### src/rtl/lc3_mem_arbiter.sv
// Arbitrates one variable-latency memory between the LC3 fetch and data ports.
// Optional macro LC3_ARB_TIMEOUT_EN adds an ack watchdog with a sticky arb_err flag.
module lc3_mem_arbiter #(
    parameter int AW           = 16,
    parameter int DW           = 16,
    parameter int STARVE_LIMIT = 4,
    parameter int TIMEOUT      = 64
) (
    input  logic          clock,
    input  logic          reset,
    input  logic [AW-1:0] pc,
    input  logic          instrmem_rd,
    output logic [DW-1:0] Instr_dout,
    output logic          complete_instr,
    input  logic          data_req,
    input  logic [AW-1:0] Data_addr,
    input  logic          Data_rd,
    input  logic [DW-1:0] Data_din,
    output logic [DW-1:0] Data_dout,
    output logic          complete_data,
    output logic          mem_req,
    output logic          mem_we,
    output logic [AW-1:0] mem_addr,
    output logic [DW-1:0] mem_wdata,
    input  logic [DW-1:0] mem_rdata,
    input  logic          mem_ack,
    output logic          arb_err
);

    typedef enum logic [1:0] {IDLE, I_BUSY, D_BUSY, DONE} state_t;

    localparam logic [3:0]    LIMIT      = 4'(STARVE_LIMIT);
    localparam logic [DW-1:0] FAULT_WORD = DW'(16'hDEAD);

    state_t     state;
    logic [3:0] starve_cnt;
    logic       access_rd;
    logic       grant_data;
    logic       timed_out;

    // Data wins unless a fetch has already waited through LIMIT data grants.
    assign grant_data = data_req && (!instrmem_rd || (starve_cnt < LIMIT));

`ifdef LC3_ARB_TIMEOUT_EN
    localparam int WAIT_W = $clog2(TIMEOUT + 1);

    logic [WAIT_W-1:0] wait_cnt;

    assign timed_out = (wait_cnt == WAIT_W'(TIMEOUT - 1));
`else
    // TIMEOUT is inert here; the wait never expires for any legal value.
    assign timed_out = (TIMEOUT < 1);
    assign arb_err   = 1'b0;
`endif

    always_ff @(posedge clock) begin
        if (reset) begin
            state          <= IDLE;
            starve_cnt     <= 4'd0;
            access_rd      <= 1'b0;
            mem_req        <= 1'b0;
            mem_we         <= 1'b0;
            mem_addr       <= '0;
            mem_wdata      <= '0;
            Instr_dout     <= '0;
            Data_dout      <= '0;
            complete_instr <= 1'b0;
            complete_data  <= 1'b0;
`ifdef LC3_ARB_TIMEOUT_EN
            wait_cnt       <= '0;
            arb_err        <= 1'b0;
`endif
        end else begin
            complete_instr <= 1'b0;
            complete_data  <= 1'b0;
            case (state)
                IDLE: begin
                    if (grant_data) begin
                        state      <= D_BUSY;
                        mem_req    <= 1'b1;
                        mem_we     <= ~Data_rd;
                        mem_addr   <= Data_addr;
                        mem_wdata  <= Data_din;
                        access_rd  <= Data_rd;
                        starve_cnt <= instrmem_rd ? starve_cnt + 4'd1 : 4'd0;
                    end else if (instrmem_rd) begin
                        state      <= I_BUSY;
                        mem_req    <= 1'b1;
                        mem_we     <= 1'b0;
                        mem_addr   <= pc;
                        mem_wdata  <= '0;
                        access_rd  <= 1'b1;
                        starve_cnt <= 4'd0;
                    end
                end
                I_BUSY: begin
                    if (mem_ack || timed_out) begin
                        state          <= DONE;
                        mem_req        <= 1'b0;
                        mem_we         <= 1'b0;
                        complete_instr <= 1'b1;
                        Instr_dout     <= mem_ack ? mem_rdata : FAULT_WORD;
                    end
                end
                D_BUSY: begin
                    if (mem_ack || timed_out) begin
                        state         <= DONE;
                        mem_req       <= 1'b0;
                        mem_we        <= 1'b0;
                        complete_data <= 1'b1;
                        if (access_rd) begin
                            Data_dout <= mem_ack ? mem_rdata : FAULT_WORD;
                        end
                    end
                end
                DONE: begin
                    state <= IDLE;
                end
                default: begin
                    state <= IDLE;
                end
            endcase
`ifdef LC3_ARB_TIMEOUT_EN
            // Counts busy cycles without an ack; a timeout also latches the error flag.
            if ((state == I_BUSY || state == D_BUSY) && !mem_ack) begin
                wait_cnt <= wait_cnt + WAIT_W'(1);
                if (timed_out) begin
                    arb_err <= 1'b1;
                end
            end else begin
                wait_cnt <= '0;
            end
`endif
        end
    end

endmodule

### config.mk
export PLATFORM = sky130hd
export DESIGN_NAME = lc3_mem_arbiter
export DESIGN_NICKNAME = d
export VERILOG_FILES = /design/src/rtl/lc3_mem_arbiter.sv
export SDC_FILE = /design/constraint.sdc
export NUM_CORES = 1
export LEC_CHECK = 0
export BUFFER_PORTS_ARGS = -buffer_cell sky130_fd_sc_hd__buf_2
export CAP_MARGIN = 20
export CORE_UTILIZATION = 48
export CTS_BUF_LIST = sky130_fd_sc_hd__clkbuf_4 sky130_fd_sc_hd__clkbuf_8
export DETAILED_ROUTE_END_ITERATION = 10
export GPL_ROUTABILITY_DRIVEN = 1
export PLACE_DENSITY = 0.82
export SLEW_MARGIN = 20
export SYNTH_ARGS = -nofsm -noshare
export SYNTH_HDL_FRONTEND = slang
export SYNTH_SLANG_ARGS = --single-unit
### constraint.sdc
create_clock -name clock -period 2.4 [get_ports clock]
set_clock_uncertainty 0.2 [all_clocks]
set_input_delay 0.12 -clock clock [delete_from_list [all_inputs] [get_ports clock]]
set_output_delay 0.12 -clock clock [all_outputs]
set_load 0.03 [all_outputs]
==> impl_metrics.py <==
metrics = {
    "timing": {
        "fin_setup_tns_ps": 0,
        "slew_viol_final": 0,
        "rsz0062_at_grt": "no",
        "post-route-min-period_ps": 2230,
        "finalHoldViolCount": 0,
        "finalSetupViolCount": 0,
        "fmax_ghz": 0.448,
        "relSlewSlack_pct": 48.2,
        "tightest_slew_ps": 777,
        "period_share_pct": 93.0,
    },
    "floorplanning": {
        "die_y_um": 81.7,
        "initial_core_util_pct": 50.6,
        "fp.coreArea_um2": 6030,
        "fp.dieArea_um2": 6670,
        "die_w_um": 81.7,
        "num_rows": 28,
        "ioPinCount": 139,
    },
    "setup_path": {
        "path_class": "reg -> reg",
        "endpoint_kind": "flop",
        "crit_path_start": "state[0]",
        "cp.arrival_ps": 2310,
        "rr_startpoint": "state[0]",
        "worst-path-max-fanout": 18,
        "cp.required_ps": 2480,
        "cp-start-kind": "flop",
    },
    "routing": {
        "drt_iter0_markers": 173,
        "drc": 0,
        "antenna_left": 0,
        "wire_per_inst_um": 14.8,
        "vias": 3502,
        "routed_wl_um": 9370,
        "dr.pass1.iters": 5,
        "vias_per_cell": 5.51,
    },
    "synthesis": {
        "synthesis.nets": 443,
        "synth.top_cell.area_share_pct": 49.3,
        "synth_area_leaders": "dfxtp_1 49%, a21oi_1 11%, nand2_1 10%",
        "syn_inst": 367,
        "yosysTopAreaCell": "dfxtp_1",
        "yosysUniqueCellTypes": 40,
        "synth.avg_cell_area_um2": 8.30,
        "synth_area_um2": 3050,
        "yosys_warnings": 0,
        "synth-seq-cells": 75,
        "yosysSeqAreaShare_pct": 49.3,
    },
    "pwr": {
        "ir_worst_vdd_uv": 564,
        "power_density_nw_per_um2": 932,
        "p_leak_uw": 0.00206,
        "power_uw": 4280,
    },
    "clock_tree": {
        "cts_tree": "built",
        "cts.sinks": 75,
        "root_buffer": "clkbuf_8",
        "clk_pin_slew_ps": 80,
        "clk_latency_ps": 330,
        "cts_made_buffers": 9,
        "h-tree-depth": 3,
        "clock_path_buffers": 2,
    },
    "placed_design": {
        "hpwl_um": 5180,
        "place_congestion": 0.785,
        "portBuffers": 137,
        "placed_cells": 552,
    },
    "grt": {
        "grt_max_degree": 55,
        "grt_use_total_pct": 28.2,
        "grt_pass1_vias": 3187,
        "antenna_found_initial": 0,
        "grt_first_pass_wirelength_um": 14500,
        "overflow": 0,
    },
    "finish": {
        "nFillCells": 440,
        "nNetsFinal": 631,
        "multiInputGateArea_um2": 1390,
        "final-seq-area_um2": 1500,
        "diodes": 0,
        "drive_gt1_share_pct": 30.0,
        "final_util_pct": 76.2,
        "syn2layout_area_growth_pct": 50.8,
        "stdcell_count": 635,
    },
    "worst_hold_path": {
        "hold_path_startpoint": "instrmem_rd",
        "hold_path.class": "in -> reg",
    },
    "flow_run": {
        "maxCapViolCount": 0,
    },
    "run_status": {
        "outcome": "finished clean",
    },
}
worst max-delay path, cell delays in order, from the launching register on:
cell and delay, ps:
dfxtp_1 330, inv_1 160, ha_4 240, o21a_4 270
o21ai_0 150, a21oi_1 240, dlygate4sd3_1 570
where the power goes:
part	internal, µW	switching [µW]	total, µW	leakage (µW)
sequential	1450	109	1560	0.000612
combinational	636	1030	1660	0.00134
clock	606	454	1060	0.000110
total	2690	1590	4280	0.00206
layout make-up:
class | instances | area share, %
Clock buffer | 11 | 3.02
Inverter | 4 | 0.327
Multi-Input combinational cell | 258 | 30.3
Tap cell | 75 | 2.04
Timing Repair Buffer | 207 | 30.0
Clock inverter | 5 | 1.69
Sequential cell | 75 | 32.7
final timing paths:
path,end,slack [ps],depth (start not counted)
worst min-delay path,state[0],60,3
worst max-delay path,mem_addr[9],170,6
worst min register to register,Instr_dout[6],250,2
worst max register to register,mem_addr[9],170,6
synthesized netlist by cell type (all sizes together):
cell,instances
a21boi,1
inv,4
o211ai,1
a31oi,16
and2,1
o32ai,2
ha,6
nand3,1
nand4,16
a32oi,1
nand2,84
o221a,1
nand3b,1
xor2,1
and4bb,1
nor4,1
nor2b,1
nor3,2
and3,3
dfxtp,75
a21oi,67
o31ai,1
o21ai,36
mux2i,1
a32o,1
buf,20
conb,1
nor2,4
o21a,2
mux2,1
or3,2
clkbuf,11
nor3b,1
placed cells by master, fill, tap and decap left out, types with 2 or more instances in the layout:
cell type        n
o21ai_2          2
nand4_1         16
nor2_1           4
or3_1            2
clkbuf_8         9
bufinv_16        2
clkinv_2         2
a31oi_1         16
nor3_1           2
buf_2          137
dfxtp_1         75
o21ai_0         31
ha_1             5
o21ai_1          3
buf_4            4
inv_1            4
a21oi_1         67
nand2_1         84
dlygate4sd3_1   66
clkbuf_4         2
and3_1           3
what timing repair did:
action                                 in CTS  in global routing
resized for setup                           0                  3
hold buffers                               66                  0
endpoints found under the hold margin      67                  0
setup buffers                               0                  0
setup endpoints to repair                   0                 16
metrics by stage:
step	hold WS [ps]	setup WS (ps)	area, µm²
floorplan	56.0	633	3050
global placement	173	542	3690
detailed placement	179	452	3690
CTS	33.4	27.6	4570
global route	79.4	94.6	4590
finish	57.3	169	4590
layer usage:
layer / track usage (%) / vias up / routed length, µm
met5: 0 / - / 0
met4: 10.7 / 0 / 175
met3: 8.56 / 23 / 800
met2: 48.5 / 176 / 4710
met1: 32.8 / 1641 / 3680
li1: - / 1662 / -
kinds of logic after synthesis:
logic type | after synthesis | share of synthesized area [%]
AOI/OAI and AO/OA | 129 | 23.7
xor gates and xnor gates | 1 | 0.288
adders and majority gates | 6 | 2.46
buffers and inverters | 35 | 6.12
DFF | 75 | 49.3
muxes | 2 | 0.698
other | 1 | 0.123
and+or+nand+nor | 118 | 17.3
flip-flops by register name (all words and copies together), names as in the netlist:
signal          flops
Data_dout          16
starve_cnt          4
Instr_dout         16
state               2
access_rd           1
mem_wdata          16
complete_instr      1
mem_addr           16
mem_we              1
complete_data       1
mem_req             1
Note: power is estimated with default switching activity, not from simulation.
